===== src/rtl/vga_timing_gen.sv =====
// VGA raster timing generator (hsync/vsync/de, pixel coordinates, line/frame strobes).
// Define VGA_TIMING_REG_OUT_EN to drive all outputs from a register stage (+1 clock latency).
module vga_timing_gen #(
  parameter int unsigned H_ACTIVE = 640,
  parameter int unsigned H_FP     = 16,
  parameter int unsigned H_SYNC   = 96,
  parameter int unsigned H_BP     = 48,
  parameter int unsigned V_ACTIVE = 480,
  parameter int unsigned V_FP     = 10,
  parameter int unsigned V_SYNC   = 2,
  parameter int unsigned V_BP     = 33,
  parameter bit          SYNC_POL = 1'b0
) (
  input  logic        clk_pix,
  input  logic        reset,
  input  logic        locked,
  output logic        hsync,
  output logic        vsync,
  output logic        de,
  output logic [9:0]  sx,
  output logic [9:0]  sy,
  output logic        line_start,
  output logic        frame_start
);

  localparam int unsigned CW      = 10;
  localparam int unsigned H_TOTAL = H_ACTIVE + H_FP + H_SYNC + H_BP;
  localparam int unsigned V_TOTAL = V_ACTIVE + V_FP + V_SYNC + V_BP;

  localparam logic [CW-1:0] H_LAST     = CW'(H_TOTAL - 1);
  localparam logic [CW-1:0] V_LAST     = CW'(V_TOTAL - 1);
  localparam logic [CW-1:0] H_DE_END   = CW'(H_ACTIVE);
  localparam logic [CW-1:0] V_DE_END   = CW'(V_ACTIVE);
  localparam logic [CW-1:0] H_SYNC_BEG = CW'(H_ACTIVE + H_FP);
  localparam logic [CW-1:0] H_SYNC_END = CW'(H_ACTIVE + H_FP + H_SYNC);
  localparam logic [CW-1:0] V_SYNC_BEG = CW'(V_ACTIVE + V_FP);
  localparam logic [CW-1:0] V_SYNC_END = CW'(V_ACTIVE + V_FP + V_SYNC);

  logic          running_q, running_d;
  logic [CW-1:0] h_cnt_q, h_cnt_d;
  logic [CW-1:0] v_cnt_q, v_cnt_d;

  logic          hsync_c, vsync_c, de_c, line_start_c, frame_start_c;
  logic [CW-1:0] sx_c, sy_c;
  logic          h_act, v_act;

  // State registers
  always_ff @(posedge clk_pix) begin
    if (reset) begin
      running_q <= 1'b0;
      h_cnt_q   <= '0;
      v_cnt_q   <= '0;
    end else begin
      running_q <= running_d;
      h_cnt_q   <= h_cnt_d;
      v_cnt_q   <= v_cnt_d;
    end
  end

  // Counters advance only when running now and next; any drop of locked zeroes them at once
  always_comb begin
    running_d = locked;
    h_cnt_d   = '0;
    v_cnt_d   = '0;
    if (running_d && running_q) begin
      if (h_cnt_q == H_LAST) begin
        h_cnt_d = '0;
        v_cnt_d = (v_cnt_q == V_LAST) ? '0 : v_cnt_q + CW'(1);
      end else begin
        h_cnt_d = h_cnt_q + CW'(1);
        v_cnt_d = v_cnt_q;
      end
    end
  end

  // Raster decode, idle whenever not running
  always_comb begin
    h_act         = running_q && (h_cnt_q >= H_SYNC_BEG) && (h_cnt_q < H_SYNC_END);
    v_act         = running_q && (v_cnt_q >= V_SYNC_BEG) && (v_cnt_q < V_SYNC_END);
    hsync_c       = ~(h_act ^ SYNC_POL);
    vsync_c       = ~(v_act ^ SYNC_POL);
    de_c          = running_q && (h_cnt_q < H_DE_END) && (v_cnt_q < V_DE_END);
    sx_c          = running_q ? h_cnt_q : '0;
    sy_c          = running_q ? v_cnt_q : '0;
    line_start_c  = running_q && (h_cnt_q == '0);
    frame_start_c = line_start_c && (v_cnt_q == '0);
  end

`ifdef VGA_TIMING_REG_OUT_EN
  // Output register stage for glitch-free pins
  always_ff @(posedge clk_pix) begin
    if (reset) begin
      hsync       <= ~SYNC_POL;
      vsync       <= ~SYNC_POL;
      de          <= 1'b0;
      sx          <= '0;
      sy          <= '0;
      line_start  <= 1'b0;
      frame_start <= 1'b0;
    end else begin
      hsync       <= hsync_c;
      vsync       <= vsync_c;
      de          <= de_c;
      sx          <= sx_c;
      sy          <= sy_c;
      line_start  <= line_start_c;
      frame_start <= frame_start_c;
    end
  end
`else
  assign hsync       = hsync_c;
  assign vsync       = vsync_c;
  assign de          = de_c;
  assign sx          = sx_c;
  assign sy          = sy_c;
  assign line_start  = line_start_c;
  assign frame_start = frame_start_c;
`endif

endmodule


===== config.mk =====
export PLATFORM = sky130hd
export DESIGN_NAME = vga_timing_gen
export DESIGN_NICKNAME = d
export VERILOG_FILES = /design/src/rtl/vga_timing_gen.sv
export SDC_FILE = /design/constraint.sdc
export NUM_CORES = 1
export LEC_CHECK = 0
export BUFFER_PORTS_ARGS = -buffer_cell sky130_fd_sc_hd__buf_2
export CAP_MARGIN = 20
export CORE_UTILIZATION = 57
export CTS_CLUSTER_DIAMETER = 30
export DETAILED_ROUTE_END_ITERATION = 12
export PLACE_DENSITY_LB_ADDON = 0.1
export RECOVER_POWER = 100
export SYNTH_ARGS = -nofsm -noshare
export SYNTH_HDL_FRONTEND = slang
export SYNTH_SLANG_ARGS = --single-unit
export TNS_END_PERCENT = 5

===== constraint.sdc =====
create_clock -name clk_pix -period 6.2 [get_ports clk_pix]
set_clock_uncertainty 0.1 [all_clocks]
set_input_delay 0 -clock clk_pix [delete_from_list [all_inputs] [get_ports clk_pix]]
set_output_delay 0 -clock clk_pix [all_outputs]
set_load 0.02 [all_outputs]

# After elaboration in Yosys (flattened, before gate mapping)

Cells that the tools add are included.

Register bits: 21
Input bits: 3
Output and inout port bits: 25
Word-level logic and storage cells: 32

Add/sub/neg operators: 2
Order comparisons: 6
Eq/ne operators: 2
Mux-type cells: 3
Bitwise operators: 3
Reductions and logical operators: 13

Operator list:

| cell                                                                          | count |
|---|---|
| 10-bit two-way mux                                                            | 3 |
| 10-bit by 1-bit adder with 10-bit output, second input constant               | 2 |
| 10-bit == test, second input constant                                         | 2 |
| 10-bit logical NOT                                                            | 2 |
| 10-bit less-than comparator, second input constant                            | 2 |
| 10-bit by 9-bit less-than comparator with 1-bit output, second input constant | 2 |
| 10-bit >= comparator, second input constant                                   | 1 |
| 10-bit by 9-bit >= comparator with 1-bit output, second input constant        | 1 |
| 1-bit logical AND                                                             | 9 |
| 1-bit NOT                                                                     | 3 |
| 3-bit OR reduction                                                            | 1 |
| 2-bit OR reduction                                                            | 1 |

# Logic depth before layout (Yosys ltp)

Gate-level depths: netlist of the first run.

Depth in word-level cells: 4
Gate-level depth with buffers: 6
Gate-level depth less buffers: 6

# Least setup slack after synthesis of the first run

Ideal clock, no wire load.

Kind: register to register
Start: register h_cnt_q[6]
End: register v_cnt_q[7]
Library setup time: 70 ps
Data arrival time: 2001 ps
Required time: 6030 ps
Path slack: 4029 ps
Stages on the path, launching flop included: 7
Path buffers: 2
Clock period less this slack: 2171 ps
Path through: dfxtp_1 buf_6 or4b_1 clkbuf_2 or4_4 or3_1 a21oi_1

Word-level cells in the longest chain between the ends: 1

Ends and longest elaborated chain:

| item                   | line | source |
|---|---|---|
| from (decl)            | 40   | `logic [CW-1:0] h_cnt_q, h_cnt_d;` |
| from (signal assigned) | 55   | `h_cnt_q <= h_cnt_d;` |
| 10-bit == test         | 66   | `if (h_cnt_q == H_LAST) begin` |
| to (signal assigned)   | 56   | `v_cnt_q <= v_cnt_d;` |
| to (decl)              | 41   | `logic [CW-1:0] v_cnt_q, v_cnt_d;` |

No other way between the ends.
A chain may end at the register's enable or synchronous reset.

# Worst setup path after layout of the first run

Start: register h_cnt_q[7]
End: register v_cnt_q[3]

Same word-level chain as after synthesis.

==> results of run 1 <==
==> through the flow <==
stage	instances	util [%]	setup WS, ns
floorplan	157	-	4.029
global placement	201	68.38	4.022
detailed placement	201	68.38	3.987
CTS	207	70.69	3.949
global route	207	69.50	3.482
finish	207	69.50	3.622
==> worst max-delay path, cell delays in order (launching register included) <==
cell and delay (ns):
dfxtp_1 0.39, or4b_1 0.67, or3_2 0.55, o21ai_0 0.64, nor2_1 0.10
==> metal layers <==
| layer | track usage [%] | vias to the layer above | share of wire [%] |
|---|---|---|---|
| met5 | 0 | - | 0 |
| met4 | 8.333 | 0 | 0.44 |
| met3 | 3.738 | 2 | 5.1 |
| met2 | 38.89 | 36 | 45 |
| met1 | 32.82 | 537 | 50 |
| li1 | - | 585 | - |
==> final cells by class <==
| class | count | area [µm²] |
|---|---|---|
| multi-input cells | 121 | 757.0 |
| fillers | 194 | 610.6 |
| flip-flops and latches | 21 | 420.4 |
| repair buffers | 29 | 135.1 |
| inverters | 5 | 18.77 |
| clock buffers | 4 | 26.28 |
| well taps | 27 | 33.78 |
==> kinds of logic after synthesis <==
kind of cell,count (synthesis),synth area share (%)
xor gates and xnor gates,13,9.109
buffers and inverters,15,5.505
DFF,21,33.63
AOI/OAI and AO/OA,10,4.805
adders and majority gates,5,5.005
muxes,1,0.8008
and+or+nand+nor,92,41.14
==> Yosys cell counts (2+ instances only) <==
master / instances
nand2_1: 9
xnor2_1: 8
xor2_1: 5
and3_1: 4
nor2_1: 18
ha_1: 5
and4b_1: 2
or3_1: 2
a21oi_1: 3
nor4_1: 5
buf_2: 3
nor2b_1: 2
o21ai_0: 4
clkbuf_1: 5
dfxtp_1: 21
inv_1: 5
and2_1: 19
nand3_1: 12
nor3_1: 6
nand4_1: 4
==> registers in the layout (all words and copies together), names as in the netlist <==
| name | count |
|---|---|
| h_cnt_q | 10 |
| v_cnt_q | 10 |
| running_q | 1 |
==> path summary, 6_finish.rpt <==
kind / from / end / slack (ns) / cells after the start
worst max-delay path: h_cnt_q[7] / v_cnt_q[3] / 3.62 / 4
worst min-delay path: locked / h_cnt_q[2] / 0.12 / 4
worst max register to register: h_cnt_q[7] / v_cnt_q[3] / 3.62 / 4
worst min register to register: h_cnt_q[0] / h_cnt_q[0] / 0.44 / 1
==> power breakdown <==
group | total, mW | switching (mW) | internal [mW]
clock | 0.0666 | 0.0415 | 0.0251
sequential | 0.137 | 0.00208 | 0.135
combinational | 0.00727 | 0.00430 | 0.00297
==> layout by cell type (no fill, tap or decap), drive strengths merged, types with 3 or more instances in the layout <==
master and instances:
a21oi 3, and2 20, and3 5, buf 11
clkbuf 20, dfxtp 21, ha 5, inv 5
nand2 9, nand3 12, nand4 4, nor2 18
nor3 6, nor4 5, o21ai 5, or3 3
xnor2 8, xor2 5
==> results.sh, run 1 <==
export IMPL_cts_tree="done"
export IMPL_powerDensity_mw_per_mm2=151.9
export IMPL_cts_sinks=21
export IMPL_die_width_um=48.83
export IMPL_cp_max_fo=7
export IMPL_critPathRequiredTime_ns=6.28
export IMPL_fin_hold_ws_ns=0.1204
export IMPL_die_height_um=48.83
export IMPL_clkLatencyLatePin_ns=0.31
export IMPL_grt_pass1_vias=1010
export IMPL_post_cts_setup_buffers=0
export IMPL_setup_worst_path_end_class="register"
export IMPL_post_drt_wl_per_cell_um=13.17
export IMPL_post_route_period_util_pct=41.58
export IMPL_track_usage_pct=24.17
export IMPL_antenna_cells=0
export IMPL_place_gp_congestion=0.8318
export IMPL_irDropWorstVdd_mv=0.1277
export IMPL_crit_arrival_ns=2.65
export IMPL_drtPass1Iterations=4
export IMPL_slew_headroom_pct=48.98
export IMPL_postSynthCellCount=157
export IMPL_synth_cell_type_count=35
export IMPL_dieArea_mm2=0.002384
export IMPL_hold_path_class="input pin to register"
export IMPL_grt_overflow=0
export IMPL_total_power_mw=0.2114
export IMPL_rows=16
export IMPL_cp_start_kind="register"
export IMPL_syn_area_mm2=0.001250
export IMPL_pin_count=28
export IMPL_critPathKind="register to register"
export IMPL_slew_viol_final=0
export IMPL_netlist_top_cells_area="dfxtp_1 (34%), and2_1 (9.5%), xnor2_1 (5.6%), nor2_1 (5.4%), ha_1 (5.0%)"
export IMPL_fin_crit_ns=2.578
export IMPL_h_tree_depth=1
export IMPL_syn_mean_instance_area_um2=7.961
export IMPL_final_setup_viol_count=0
export IMPL_coreArea_mm2=0.002002
export IMPL_drt_iter0_drc=46
export IMPL_syn_num_nets=165
export IMPL_yosys_area_top_type_share_pct=33.63
export IMPL_drive_above_1_share_pct=10.00
export IMPL_synth_edf_count=0
export IMPL_p_leak_nw=0.4800
export IMPL_dp_hpwl_um=1979
export IMPL_grt_pass1_wl_um=4533
export IMPL_ctsHoldBuffers=2
export IMPL_clk_path_buf_depth=2
export IMPL_hold_viol_final=0
export IMPL_stdcell_area_mm2=0.001391
export IMPL_totalWireLength_um=2727
export IMPL_drtAntennaViolNets=0
export IMPL_antenna_found_initial=0
export IMPL_drc_errors=0
export IMPL_clk_pin_slew_ns=0.12
export IMPL_dpl_cell_area_mm2=0.001369
export IMPL_worst_slew_pin_slew_ns=0.7572
export IMPL_synth_seq_area_share_pct=33.63
export IMPL_start_util_pct=62.44
export IMPL_ys_flop_type="dfxtp_1"
export IMPL_ys_warn_count=0
export IMPL_setup_tns_ns=0
export IMPL_num_nets_final=189
export IMPL_grt_max_degree=25
export IMPL_post_cts_resize_count=0
export IMPL_status="finished, final reports clean"
export IMPL_maxCapViolations=0
export IMPL_cts_made_buffers=3
export IMPL_port_buffer_count=27
export IMPL_ys_ff_latch=21
export IMPL_max_freq_mhz=387.9
export IMPL_cts_root_buf="clkbuf_4"
export IMPL_vias=1160
export IMPL_yosysTopAreaCell="dfxtp_1"
export IMPL_avgViaCountPerCell=5.604
export IMPL_area_delta_synth_final_pct=11.31
export IMPL_synthArstFlopShare_pct=0
export IMPL_grt_setup_unrepaired="no"
Power figures use the tool's default switching activity.
==> run 2: changes to the inputs <==
--- a/config.mk
+++ b/config.mk
@@ -7,7 +7,7 @@
 export LEC_CHECK = 0
 export BUFFER_PORTS_ARGS = -buffer_cell sky130_fd_sc_hd__buf_2
 export CAP_MARGIN = 20
-export CORE_UTILIZATION = 57
+export CORE_UTILIZATION = 53
 export CTS_CLUSTER_DIAMETER = 30
 export DETAILED_ROUTE_END_ITERATION = 12
 export PLACE_DENSITY_LB_ADDON = 0.1
==> constraint.sdc (replaced) <==
create_clock -name clk_pix -period 2.64 [get_ports clk_pix]
set_clock_uncertainty 0.1 [all_clocks]
set_input_delay 0 -clock clk_pix [delete_from_list [all_inputs] [get_ports clk_pix]]
set_output_delay 0 -clock clk_pix [all_outputs]
set_load 0.02 [all_outputs]
==> run 2 against run 1 <==
Die area is 7.2% higher. Sequential power grew 140%. Worst hold slack improved by 0.015 ns. Worst setup slack got worse by 3.3 ns. Non-clock buffer count unchanged. Combinational power grew 120%. Core utilization is 6.7 points lower. Sequential share of layout area is essentially flat. Count of clock-buffer cells in the layout down 1. Cell count is 0.48% higher. Via count down 2.9%. Total power is 130% higher. Highest routed layer unchanged.
==> results.sh, run 2 (synthesis gave the netlist of run 1 again) <==
export IMPL_grt_max_degree=25
export IMPL_final_setup_viol_count=0
export IMPL_clk_path_buf_depth=2
export IMPL_post_cts_setup_buffers=0
export IMPL_setup_worst_path_end_class="register"
export IMPL_clkLatencyLatePin_ns=0.30
export IMPL_max_stage_delay_ns=0.67
export IMPL_powerDensity_mw_per_mm2=352.9
export IMPL_antenna_found_initial=0
export IMPL_setup_tns_ns=0
export IMPL_coreArea_mm2=0.002212
export IMPL_cp_max_fo=8
export IMPL_grt_overflow=0
export IMPL_grt_pass1_wl_um=4643
export IMPL_track_usage_pct=23.92
export IMPL_crit_arrival_ns=2.40
export IMPL_place_gp_congestion=0.8128
export IMPL_hold_path_class="input pin to register"
export IMPL_start_util_pct=56.50
export IMPL_drive_above_1_share_pct=8.889
export IMPL_pin_count=28
export IMPL_critPathRequiredTime_ns=2.72
export IMPL_drc_errors=0
export IMPL_cts_made_buffers=3
export IMPL_worst_slew_pin_slew_ns=0.6647
export IMPL_vias=1126
export IMPL_dp_hpwl_um=1982
export IMPL_die_width_um=50.57
export IMPL_r2r_slack_ns=0.32
export IMPL_slew_viol_final=0
export IMPL_clk_pin_slew_ns=0.12
export IMPL_rows=17
export IMPL_post_drt_wl_per_cell_um=13.14
export IMPL_grt_pass1_vias=1024
export IMPL_drtAntennaViolNets=0
export IMPL_h_tree_depth=1
export IMPL_grt_setup_unrepaired="no"
export IMPL_crit_chain="or4b_1 > or3_2 > o21ai_1 > nor2_1"
export IMPL_drt_iter0_drc=11
export IMPL_cts_root_buf="clkbuf_4"
export IMPL_totalWireLength_um=2734
export IMPL_drtPass1Iterations=4
export IMPL_num_nets_final=189
export IMPL_antenna_cells=0
export IMPL_fin_crit_ns=2.321
export IMPL_critPathSlowestCell="or4b_1"
export IMPL_slew_headroom_pct=55.63
export IMPL_place_ws_ns=0.4136
export IMPL_area_delta_synth_final_pct=11.21
export IMPL_avgViaCountPerCell=5.413
export IMPL_die_height_um=50.57
export IMPL_layout_setup_ws_ns=0.3189
export IMPL_port_buffer_count=27
export IMPL_largest_registers="h_cnt_q: 10 flops, v_cnt_q: 10 flops, running_q: 1 flops"
export IMPL_cts_tree="done"
export IMPL_post_cts_resize_count=0
export IMPL_fin_hold_ws_ns=0.1350
export IMPL_cts_sinks=21
export IMPL_critPathKind="register to register"
export IMPL_irDropWorstVdd_mv=0.2422
export IMPL_dieArea_mm2=0.002557
export IMPL_max_freq_mhz=430.8
export IMPL_hold_viol_final=0
export IMPL_n_fill_cell=232
export IMPL_status="finished, final reports clean"
export IMPL_maxCapViolations=0
export IMPL_post_route_period_util_pct=87.92
export IMPL_layout_common_cells="dfxtp_1 (21), clkbuf_1 (19), nor2_1 (18)"
export IMPL_layout_commonest_cell="dfxtp_1"
export IMPL_p_leak_nw=0.4725
export IMPL_cp_start_kind="register"
[run 2: cell types whose count changed in the layout (fill, tap and decap cells not counted), sizes merged]
cell | previous run | this run
clkbuf | 20 | 22
buf | 11 | 8
clkinv | 0 | 1
[run 2: critical path, delay by kind of cell, from the launching register on]
family,cells,cell delay (ns)
and+or+nand+nor,3,1.31
DFF,1,0.40
AOI/OAI and AO/OA,1,0.40
[run 2: area by class of cell]
class / count / area (µm²) / share of cell area, %
flip-flops and latches: 21 / 420.4 / 30.24
well taps: 28 / 35.03 / 2.520
clock buffers: 3 / 22.52 / 1.620
clock inverters: 1 / 5.005 / 0.3600
inverters: 5 / 18.77 / 1.350
multi-input cells: 121 / 757.0 / 54.46
repair buffers: 29 / 131.4 / 9.451
[run 2: path summary, 6_finish.rpt]
kind,depth (start not counted),to,start
worst max-delay path,4,v_cnt_q[2],h_cnt_q[6]
worst min-delay path,4,h_cnt_q[6],locked
worst max register to register,4,v_cnt_q[2],h_cnt_q[6]
worst min register to register,1,h_cnt_q[0],h_cnt_q[0]
[run 2: through the flow]
step	area [µm²]	utilization, %	power, mW	cells
floorplan	1250	-	0.3388	157
global placement	1370	61.93	0.3448	202
detailed placement	1370	61.93	0.3453	202
CTS	1418	64.08	0.4974	208
global route	1390	62.84	0.5142	208
finish	1390	62.84	0.4905	208
[run 2: routing by layer]
layer / vias to the layer above / track usage, % / routed length, µm
met5: - / 0 / 0
met4: 0 / 9.259 / 36
met3: 4 / 2.727 / 87
met2: 20 / 41.78 / 1363
met1: 519 / 29.74 / 1246
li1: 583 / - / -
[run 2: report_power, final]
group / leakage [nW] / switching, mW / internal [mW] / total [mW]
Clock: 0.0177 / 0.0947 / 0.0563 / 0.151
Sequential: 0.169 / 0.00519 / 0.318 / 0.323
Combinational: 0.285 / 0.00950 / 0.00683 / 0.0163
Total: 0.473 / 0.109 / 0.381 / 0.491
[run 2: timing repair]
item | 4_1_cts | 5_1_grt
hold endpoints to repair | 1 | 0
hold buffers | 2 | 0
setup endpoints to repair | 0 | 0
==> run 3: changes to the inputs <==
--- a/config.mk
+++ b/config.mk
@@ -7,8 +7,10 @@
 export LEC_CHECK = 0
 export BUFFER_PORTS_ARGS = -buffer_cell sky130_fd_sc_hd__buf_2
 export CAP_MARGIN = 20
-export CORE_UTILIZATION = 53
-export CTS_CLUSTER_DIAMETER = 30
+export CELL_PAD_IN_SITES_DETAIL_PLACEMENT = 0
+export CELL_PAD_IN_SITES_GLOBAL_PLACEMENT = 2
+export CORE_UTILIZATION = 30
+export CTS_CLUSTER_DIAMETER = 120
 export DETAILED_ROUTE_END_ITERATION = 12
 export PLACE_DENSITY_LB_ADDON = 0.1
 export RECOVER_POWER = 100
==> run 3 against run 2 <==
Count of clock-buffer cells in the layout up 1. Worst setup slack got worse by 0.0042 ns. Sequential share of layout area shrank 1.1 points. Total power up 13%. Via count shrank 0.62%. Global-route usage is 8.9 points lower. Register-to-register slack about the same. Clock power increased by 43%. Maximum frequency decreased by 0.18%. Core utilization fell by 27 points. Die area increased by 73%. Critical path type unchanged. Critical endpoint is now v_cnt_q[5]. Highest routed layer unchanged.
==> results.sh, run 3 (synthesis gave the netlist of run 1 again) <==
export IMPL_status="finished, final reports clean"
export IMPL_path_buf_inv=0
export IMPL_p_leak_nw=0.4799
export IMPL_setup_tns_ns=0
export IMPL_crit_chain="or4b_1 > or3_2 > o21ai_1 > nor2_1"
export IMPL_drtPass1Iterations=4
export IMPL_r2r_start="h_cnt_q[7]"
export IMPL_layout_setup_ws_ns=0.3146
export IMPL_layout_common_cells="clkbuf_1 (22), dfxtp_1 (21), nor2_1 (18)"
export IMPL_antenna_found_initial=0
export IMPL_stdcell_area_mm2=0.001443
export IMPL_total_power_mw=0.5563
export IMPL_place_ws_ns=0.4157
export IMPL_cp_max_fo=7
export IMPL_grt_pass1_vias=1037
export IMPL_h_tree_depth=1
export IMPL_dieArea_mm2=0.004429
export IMPL_dp_hpwl_um=2299
export IMPL_cts_tree="done"
export IMPL_post_drt_wl_per_cell_um=13.01
export IMPL_grt_pass1_wl_um=5002
export IMPL_max_stage_delay_ns=0.66
export IMPL_grt_max_degree=15
export IMPL_dpl_cell_area_mm2=0.001413
export IMPL_avgViaCountPerCell=4.823
export IMPL_start_util_pct=31.25
export IMPL_critPathRequiredTime_ns=2.67
export IMPL_area_delta_synth_final_pct=15.42
export IMPL_fin_hold_ws_ns=0.1844
export IMPL_fin_crit_ns=2.325
export IMPL_cts_sinks=21
export IMPL_r2r_end="v_cnt_q[5]"
export IMPL_crit_start="h_cnt_q[7]"
export IMPL_crit_arrival_ns=2.36
export IMPL_totalWireLength_um=3019
export IMPL_cts_made_buffers=3
export IMPL_path_depth=4
export IMPL_r2r_slack_ns=0.31
export IMPL_drc_errors=0
export IMPL_worst_slew_pin_slew_ns=0.4761
export IMPL_critPathKind="register to register"
export IMPL_die_width_um=66.55
export IMPL_clk_path_buf_depth=2
export IMPL_largest_registers="h_cnt_q: 10 flops, v_cnt_q: 10 flops, running_q: 1 flops"
export IMPL_powerDensity_mw_per_mm2=385.6
export IMPL_grt_setup_unrepaired="no"
export IMPL_layout_commonest_cell="clkbuf_1"
export IMPL_rows=23
export IMPL_drive_above_1_share_pct=8.242
export IMPL_post_cts_resize_count=0
export IMPL_antenna_cells=0
export IMPL_critPathTopFamily="simple AND/OR/NAND/NOR gates"
export IMPL_track_usage_pct=15.05
export IMPL_port_buffer_count=27
export IMPL_maxCapViolations=0
export IMPL_max_freq_mhz=430.0
export IMPL_die_height_um=66.55
export IMPL_hold_viol_final=0
export IMPL_place_gp_congestion=0.7639
export IMPL_critPathSlowestCell="or4b_1"
export IMPL_drt_iter0_drc=26
export IMPL_post_cts_setup_buffers=0
export IMPL_final_setup_viol_count=0
export IMPL_clkLatencyLatePin_ns=0.26
export IMPL_cts_root_buf="clkbuf_8"
export IMPL_slew_viol_final=0
export IMPL_post_route_period_util_pct=88.08
export IMPL_cp_start_kind="register"
export IMPL_slew_headroom_pct=68.05
export IMPL_ctsHoldBuffers=2
export IMPL_clk_pin_slew_ns=0.08
export IMPL_vias=1119
export IMPL_pin_count=28
export IMPL_hold_path_class="input pin to register"
export IMPL_crit_end="v_cnt_q[5]"
export IMPL_irDropWorstVdd_mv=0.1770
export IMPL_grt_overflow=0
export IMPL_num_nets_final=191
export IMPL_setup_worst_path_end_class="register"
export IMPL_reg2reg_depth=4
export IMPL_drtAntennaViolNets=0
export IMPL_n_fill_cell=439
export IMPL_coreArea_mm2=0.004000
[run 3: cell count changes in the layout (fill, tap and decap cells not counted), sizes merged]
cell	before	now
clkinv	1	0
clkbuf	22	25
[run 3: layout make-up]
| cell class | instances | area [µm²] | share of cell area (%) |
|---|---|---|---|
| inverters | 5 | 18.77 | 1.301 |
| well taps | 50 | 62.56 | 4.337 |
| clock buffers | 4 | 45.04 | 3.122 |
| repair buffers | 31 | 138.9 | 9.627 |
| flip-flops and latches | 21 | 420.4 | 29.14 |
| multi-input cells | 121 | 757.0 | 52.47 |
[run 3: how the worst min path moves through the flow]
stage	from	end	slack (ns)	depth (start not counted)
floorplan	reset	running_q	-0.01	1
global placement	reset	running_q	0.08	2
detailed placement	reset	running_q	0.09	2
CTS	locked	h_cnt_q[4]	0.19	4
global route	locked	h_cnt_q[2]	0.25	4
finish	locked	h_cnt_q[4]	0.18	4
[run 3: metal layers]
metal | share of wire (%) | vias to the layer above | GRT usage, %
met4 | 0.63 | 0 | 4.787
met3 | 4.4 | 2 | 2.226
met2 | 48 | 24 | 26.01
met5 | 0 | - | 0
li1 | - | 592 | -
met1 | 47 | 501 | 18.91
[run 3: power breakdown]
part	switching, mW	internal, mW	total (mW)	leakage [nW]
clock network	0.109	0.107	0.216	0.0228
logic	0.0124	0.00716	0.0196	0.288
registers	0.00295	0.318	0.321	0.169
total	0.124	0.432	0.556	0.480
[run 3: stage by stage]
step,cells,utilization (%)
after detailed placement,226,35.31
after floorplan,157,-
after global placement,226,35.31
after global routing,232,36.07
after CTS,232,36.94
final,232,36.07
[run 3: tightest hold or removal path, stage by stage]
cell and delay (ns):
buf_2 0.09, nor2b_1 0.13, nand2_1 0.21, nor2_1 0.07
